### src/rtl/scan_pkg.sv
`default_nettype none
// +--------------------------------------------------------------------------+
// | Module      : scan_pkg                                                    |
// | Description : Shared types and defaults for the scan chain controller.    |
// | Revision    : 1.0 - initial release                                       |
// +--------------------------------------------------------------------------+
package scan_pkg;

    localparam int c_chain_len_default = 8;

    typedef enum logic [1:0] {
        ST_IDLE    = 2'd0,
        ST_LOAD    = 2'd1,
        ST_CAPTURE = 2'd2,
        ST_UNLOAD  = 2'd3
    } scan_state_t;

endpackage
`default_nettype wire

### src/rtl/scan_chain_ctrl_if.sv
`default_nettype none
// +--------------------------------------------------------------------------+
// | Module      : scan_chain_ctrl_if                                          |
// | Description : Pattern-in / response-out handshake of the scan controller. |
// | Revision    : 1.0 - initial release                                       |
// +--------------------------------------------------------------------------+
interface scan_chain_ctrl_if
    import scan_pkg::*;
#(
    parameter int CHAIN_LEN = c_chain_len_default
) ();

    logic                 pat_valid;
    logic [CHAIN_LEN-1:0] pat_in;
    logic                 pat_ready;
    logic                 resp_valid;
    logic [CHAIN_LEN-1:0] resp_out;

    modport master (
        output pat_valid,
        output pat_in,
        input  pat_ready,
        input  resp_valid,
        input  resp_out
    );

    modport slave (
        input  pat_valid,
        input  pat_in,
        output pat_ready,
        output resp_valid,
        output resp_out
    );

endinterface
`default_nettype wire

### src/rtl/scan_shift_reg.sv
`default_nettype none
// +--------------------------------------------------------------------------+
// | Module      : scan_shift_reg                                              |
// | Description : Parallel-load shift register, MSB-first out, serial-in LSB. |
// | Revision    : 1.0 - initial release                                       |
// +--------------------------------------------------------------------------+
module scan_shift_reg #(
    parameter int WIDTH = 8
) (
    input  logic             clk,
    input  logic             rst_n,
    input  logic             i_clear,
    input  logic             i_load,
    input  logic [WIDTH-1:0] i_data,
    input  logic             i_shift,
    input  logic             i_ser_in,
    output logic             o_ser_out,
    output logic [WIDTH-1:0] o_q_shifted
);

    logic [WIDTH-1:0] r_q;
    logic [WIDTH-1:0] w_q_shifted;

    assign w_q_shifted = {r_q[WIDTH-2:0], i_ser_in};

    always_ff @(posedge clk) begin
        if (!rst_n) begin
            r_q <= '0;
        end else if (i_clear) begin
            r_q <= '0;
        end else if (i_load) begin
            r_q <= i_data;
        end else if (i_shift) begin
            r_q <= w_q_shifted;
        end
    end

    assign o_ser_out   = r_q[WIDTH-1];
    // Post-shift view lets the controller register a response on the final edge.
    assign o_q_shifted = w_q_shifted;

endmodule
`default_nettype wire

### src/rtl/scan_chain_ctrl.sv
`default_nettype none
// +--------------------------------------------------------------------------+
// | Module      : scan_chain_ctrl                                             |
// | Description : Load / capture / unload sequencer for one scan chain.       |
// | Revision    : 1.0 - initial release                                       |
// +--------------------------------------------------------------------------+
module scan_chain_ctrl
    import scan_pkg::*;
#(
    parameter int CHAIN_LEN = c_chain_len_default
) (
    input  logic             C,
    input  logic             RN,
    scan_chain_ctrl_if.slave bus,
    output logic             SE,
    output logic             SI,
    input  logic             SO,
    output logic             busy
);

    localparam int                  c_cnt_w    = $clog2(CHAIN_LEN + 1);
    localparam logic [c_cnt_w-1:0]  c_cnt_last = c_cnt_w'(CHAIN_LEN - 1);
    localparam logic [c_cnt_w-1:0]  c_cnt_one  = c_cnt_w'(1);

    scan_state_t          r_state;
    logic [c_cnt_w-1:0]   r_cnt;
    logic                 r_pend;
    logic                 r_se;
    logic                 r_busy;
    logic                 r_ready;
    logic                 r_resp_valid;
    logic [CHAIN_LEN-1:0] r_resp;

    logic                 w_pat_ready;
    logic                 w_xfer;
    logic                 w_last;
    logic                 w_sr_load;
    logic                 w_sr_shift;
    logic                 w_sr_clear;
    logic [CHAIN_LEN-1:0] w_sr_data;
    logic [CHAIN_LEN-1:0] w_sr_next;
    logic                 w_sr_out;

    // Ready is gated by RN so no pattern can be taken while reset is asserted.
    assign w_pat_ready = r_ready & RN;
    assign w_xfer      = bus.pat_valid & w_pat_ready;
    assign w_last      = (r_cnt == c_cnt_last);

    always_comb begin
        w_sr_load  = 1'b0;
        w_sr_shift = 1'b0;
        w_sr_clear = 1'b0;
        w_sr_data  = bus.pat_in;
        case (r_state)
            ST_IDLE: begin
                w_sr_load = w_xfer;
            end
            ST_LOAD: begin
                w_sr_shift = 1'b1;
            end
            ST_CAPTURE: begin
                // Without a new pattern the unload shifts zeros into the chain.
                w_sr_load = 1'b1;
                w_sr_data = w_xfer ? bus.pat_in : '0;
            end
            ST_UNLOAD: begin
                w_sr_shift = 1'b1;
                w_sr_clear = w_last;
            end
            default: begin
                w_sr_load = 1'b0;
            end
        endcase
    end

    scan_shift_reg #(
        .WIDTH (CHAIN_LEN)
    ) u_shift_reg (
        .clk         (C),
        .rst_n       (RN),
        .i_clear     (w_sr_clear),
        .i_load      (w_sr_load),
        .i_data      (w_sr_data),
        .i_shift     (w_sr_shift),
        .i_ser_in    (SO),
        .o_ser_out   (w_sr_out),
        .o_q_shifted (w_sr_next)
    );

    always_ff @(posedge C) begin
        if (!RN) begin
            r_state      <= ST_IDLE;
            r_cnt        <= '0;
            r_pend       <= 1'b0;
            r_se         <= 1'b0;
            r_busy       <= 1'b0;
            r_ready      <= 1'b1;
            r_resp_valid <= 1'b0;
            r_resp       <= '0;
        end else begin
            r_resp_valid <= 1'b0;
            case (r_state)
                ST_IDLE: begin
                    if (w_xfer) begin
                        r_state <= ST_LOAD;
                        r_se    <= 1'b1;
                        r_busy  <= 1'b1;
                        r_ready <= 1'b0;
                    end
                end
                ST_LOAD: begin
                    if (w_last) begin
                        r_state <= ST_CAPTURE;
                        r_cnt   <= '0;
                        r_se    <= 1'b0;
                        r_ready <= 1'b1;
                    end else begin
                        r_cnt <= r_cnt + c_cnt_one;
                    end
                end
                ST_CAPTURE: begin
                    r_state <= ST_UNLOAD;
                    r_pend  <= w_xfer;
                    r_se    <= 1'b1;
                    r_ready <= 1'b0;
                end
                ST_UNLOAD: begin
                    if (w_last) begin
                        r_cnt        <= '0;
                        r_pend       <= 1'b0;
                        r_se         <= 1'b0;
                        r_ready      <= 1'b1;
                        r_resp_valid <= 1'b1;
                        r_resp       <= w_sr_next;
                        if (r_pend) begin
                            r_state <= ST_CAPTURE;
                        end else begin
                            r_state <= ST_IDLE;
                            r_busy  <= 1'b0;
                        end
                    end else begin
                        r_cnt <= r_cnt + c_cnt_one;
                    end
                end
                default: begin
                    r_state <= ST_IDLE;
                end
            endcase
        end
    end

    assign SE             = r_se;
    assign SI             = w_sr_out;
    assign busy           = r_busy;
    assign bus.pat_ready  = w_pat_ready;
    assign bus.resp_valid = r_resp_valid;
    assign bus.resp_out   = r_resp;

endmodule
`default_nettype wire

### src/flat_wrapper.sv
// flat-port wrapper written by rule: the top's interface ports become plain ports
module scan_chain_ctrl_flat import scan_pkg::*;
#(
    parameter int CHAIN_LEN = c_chain_len_default
)
  (C, RN, SE, SI, SO, busy, bus_pat_valid, bus_pat_in, bus_pat_ready, bus_resp_valid, bus_resp_out);
  scan_chain_ctrl_if #(.CHAIN_LEN(CHAIN_LEN)) bus_i ();
  input  logic C;
  input  logic RN;
  output logic SE;
  output logic SI;
  input  logic SO;
  output logic busy;
  input wire logic [$bits(bus_i.pat_valid)-1:0] bus_pat_valid;
  input wire logic [$bits(bus_i.pat_in)-1:0] bus_pat_in;
  output wire logic [$bits(bus_i.pat_ready)-1:0] bus_pat_ready;
  output wire logic [$bits(bus_i.resp_valid)-1:0] bus_resp_valid;
  output wire logic [$bits(bus_i.resp_out)-1:0] bus_resp_out;
  assign bus_i.pat_valid = bus_pat_valid;
  assign bus_i.pat_in = bus_pat_in;
  assign bus_pat_ready = bus_i.pat_ready;
  assign bus_resp_valid = bus_i.resp_valid;
  assign bus_resp_out = bus_i.resp_out;
  scan_chain_ctrl #(.CHAIN_LEN(CHAIN_LEN)) u_core (.C(C), .RN(RN), .bus(bus_i), .SE(SE), .SI(SI), .SO(SO), .busy(busy));
endmodule
### config.mk
export PLATFORM = sky130hd
export DESIGN_NAME = scan_chain_ctrl_flat
export DESIGN_NICKNAME = d
export VERILOG_FILES = /design/src/rtl/scan_pkg.sv /design/src/rtl/scan_chain_ctrl_if.sv /design/src/rtl/scan_shift_reg.sv /design/src/rtl/scan_chain_ctrl.sv /design/src/flat_wrapper.sv
export SDC_FILE = /design/constraint.sdc
export NUM_CORES = 1
export LEC_CHECK = 0
export ABC_AREA = 0
export BUFFER_PORTS_ARGS = -buffer_cell sky130_fd_sc_hd__buf_2
export CORE_MARGIN = 1.5
export CORE_UTILIZATION = 55
export CTS_BUF_LIST = sky130_fd_sc_hd__clkbuf_8
export CTS_CLUSTER_SIZE = 40
export DETAILED_ROUTE_END_ITERATION = 10
export GPL_ROUTABILITY_DRIVEN = 0
export PLACE_DENSITY = 0.81
export SYNTH_ARGS = -nofsm -noshare
export SYNTH_HDL_FRONTEND = slang
export SYNTH_SLANG_ARGS = --single-unit
### constraint.sdc
create_clock -name C -period 4.2 [get_ports C]
set_clock_uncertainty 0.15 [all_clocks]
set_input_delay 0.84 -clock C [delete_from_list [all_inputs] [get_ports C]]
set_output_delay 0.84 -clock C [all_outputs]
set_load 0.01 [all_outputs]
==> results.json <==
{
  "start_util_pct": 60.8,
  "worst_ir_drop_vdd_mv": 0.244,
  "cts_inserted_buffers": 3,
  "hold_end": "u_core.bus.resp_out[7]",
  "syn_inst": 105,
  "wl_per_cell_um": 14.5,
  "viasPerCell": 5.89,
  "core_area_um2": 1780,
  "r2r_slack_ns": 2.05,
  "setup_viol": 0,
  "cts_max_level": 1,
  "slew_viol_final": 0,
  "syn_nets": 118,
  "io_buffers": 24,
  "synth.area.top_cells": "dfxtp_1 (50%), a221oi_1 (6.5%), a22o_1 (6.5%)",
  "first_pass_iters": 4,
  "relSlewSlack_pct": 45.3,
  "timing.fmax_mhz": 419,
  "endpoint_kind": "output pin",
  "rsz0062_at_grt": "no",
  "dpl_cell_area_um2": 1190,
  "grt_usage_pct": 22.0,
  "r2r-end": "u_core.u_shift_reg.r_q[5]",
  "setup_slack_ns": 1.81,
  "period_minus_slack_ns": 2.39,
  "ant_nets": 0,
  "synthArstFlopShare_pct": 0,
  "max_cap_violations": 0,
  "synthFlopType": "dfxtp_1",
  "grt_pass1_vias": 810,
  "worstMarginPinSlew_ns": 0.819,
  "cts.clk_slew.worst_paths_ns": 0.09,
  "ys_top_cells_by_count": "dfxtp_1 (27), nor2_1 (12), a221oi_1 (8), a22o_1 (8), nor3_1 (8)",
  "syn_to_final_growth_pct": 14.1,
  "r2r-start": "u_core.r_state[0]",
  "crit_type": "in -> out",
  "ys.warnings.count": 0,
  "dieHeight_um": 47.4,
  "finish.utilization_pct": 69.4,
  "hold_viol": 0,
  "fin_crit_sh_pct": 56.8,
  "ys_types": 34,
  "drcViolationCount": 0,
  "startpoint_type": "primary input",
  "clkLatencyLatePin_ns": 0.27,
  "cp_slowest_cell": "buf_2",
  "status": "completed",
  "ys_seq_area_share_pct": 49.8,
  "cts_hold_buf": 0,
  "hold_depth": 1,
  "syn-cell-area_um2": 1080,
  "die_w_um": 47.4,
  "layout-drive-gt1-share_pct": 26.0,
  "clk_path_buf_depth": 2,
  "cts_setup_buffers": 0,
  "cts_resized": 0,
  "leakage_nw": 0.558,
  "top_level_ports": 25,
  "cp_max_fo": 16,
  "place_ws_ns": 1.82,
  "fin_setup_tns_ns": 0,
  "grt_max_degree": 23,
  "cts_tree": "built",
  "final_area_um2": 1240,
  "synth.largest_area_cell": "dfxtp_1",
  "critPathMaxStageDelay_ns": 0.24,
  "clock-sinks": 27,
  "power_density_nw_per_um2": 384,
  "r2r_cells": 3,
  "critPathRequiredTime_ns": 3.21,
  "gr-total-overflow": 0,
  "nets": 141,
  "crit_top_cell": "buf_2",
  "synth_edf_count": 0,
  "antennaDiodeCount": 0,
  "rows": 15,
  "wl_mm": 2.21,
  "vias": 896,
  "yosysMostFrequentCell": "dfxtp_1",
  "grt_first_pass_wirelength_mm": 3.48,
  "nFillCells": 142,
  "crit_path_cell_trace": "buf_2 -> and2_1 -> buf_2",
  "hpwl_mm": 1.54,
  "hold_class": "reg -> reg",
  "antenna_found_initial": 0,
  "synth_top_area_share_pct": 49.8,
  "drtIter0Drc": 29,
  "die-area_um2": 2250,
  "avgSynthCellArea_um2": 10.3,
  "cts-root-buf": "clkbuf_8",
  "worstHoldStart": "u_core.bus.resp_out[7]",
  "ys_ff_latch": 27,
  "worstPathArrival_ns": 1.40
}
## kinds of logic (layout without fill, tap and decap cells)
group | after synthesis | after routing | share of synthesized area, %
buf+inv | 7 | 29 | 4.50
flops | 27 | 27 | 49.8
compound gates | 27 | 27 | 22.1
fa+ha+maj | 1 | 1 | 1.15
xor+xnor | 2 | 2 | 1.62
mux | 1 | 1 | 0.923
simple gates | 40 | 40 | 19.8
## routing by layer
metal	global-route usage [%]	vias up	part of all wire (%)
met1	29.2	430	47
met5	0	-	0
met3	2.26	4	4.2
met4	10.0	0	1.2
li1	-	436	-
met2	36.2	26	48
## worst max-delay path: cells and delay by family
kind | cells | cell delay [ns]
buf+inv | 2 | 0.37
simple gates | 1 | 0.19
## layout by cell type, fill, tap and decap left out, drive strengths merged, types with 2 or more instances in the layout
master	netlist	layout
dfxtp	27	27
buf	6	24
nor2	12	12
a22o	8	8
a221oi	8	8
nor3	8	8
nand2	5	5
and3	3	3
clkbuf	0	3
o21ai	3	3
and2	2	2
and4b	2	2
nand3b	2	2
a21boi	2	2
## registers in the layout, indices dropped and copies added, names as in the netlist, 2 cells and up
name	count
u_core.r_state	2
u_core.u_shift_reg.r_q	8
u_core.bus.resp_out	8
u_core.r_cnt	4
## report_power, final
part / leakage, nW / internal [W] / switching [W]
clock: 0.0255 / 0.0000664 / 0.0000776
combinational: 0.313 / 0.0000234 / 0.0000271
sequential: 0.220 / 0.000267 / 0.0000135
## worst max-delay path by stage
stage               start       endpoint  slack (ns)
floorplan              RN  bus_pat_ready        2.20
global placement       RN  bus_pat_ready        1.85
detailed placement     RN  bus_pat_ready        1.82
CTS                    RN  bus_pat_ready        1.82
global route           RN  bus_pat_ready        1.77
finish                 RN  bus_pat_ready        1.81
## final cells by class
class                   count  area, um2  share of cell area [%]
well taps                  25       31.3                    2.53
multi-input cells          71        495                    40.0
repair buffers             24        120                    9.71
clock buffers               3       41.3                    3.34
flip-flops and latches     27        541                    43.7
clock inverters             1       5.00                   0.404
inverters                   1       3.75                   0.303
## stage by stage
stage               total power (W)  hold WS, ns  instances
CTS                        0.000477        0.333        152
global route               0.000491        0.351        152
global placement           0.000334        0.298        148
floorplan                  0.000320        0.282        105
detailed placement         0.000337        0.306        148
finish                     0.000476        0.326        152
Power figures use the tool's default switching activity.
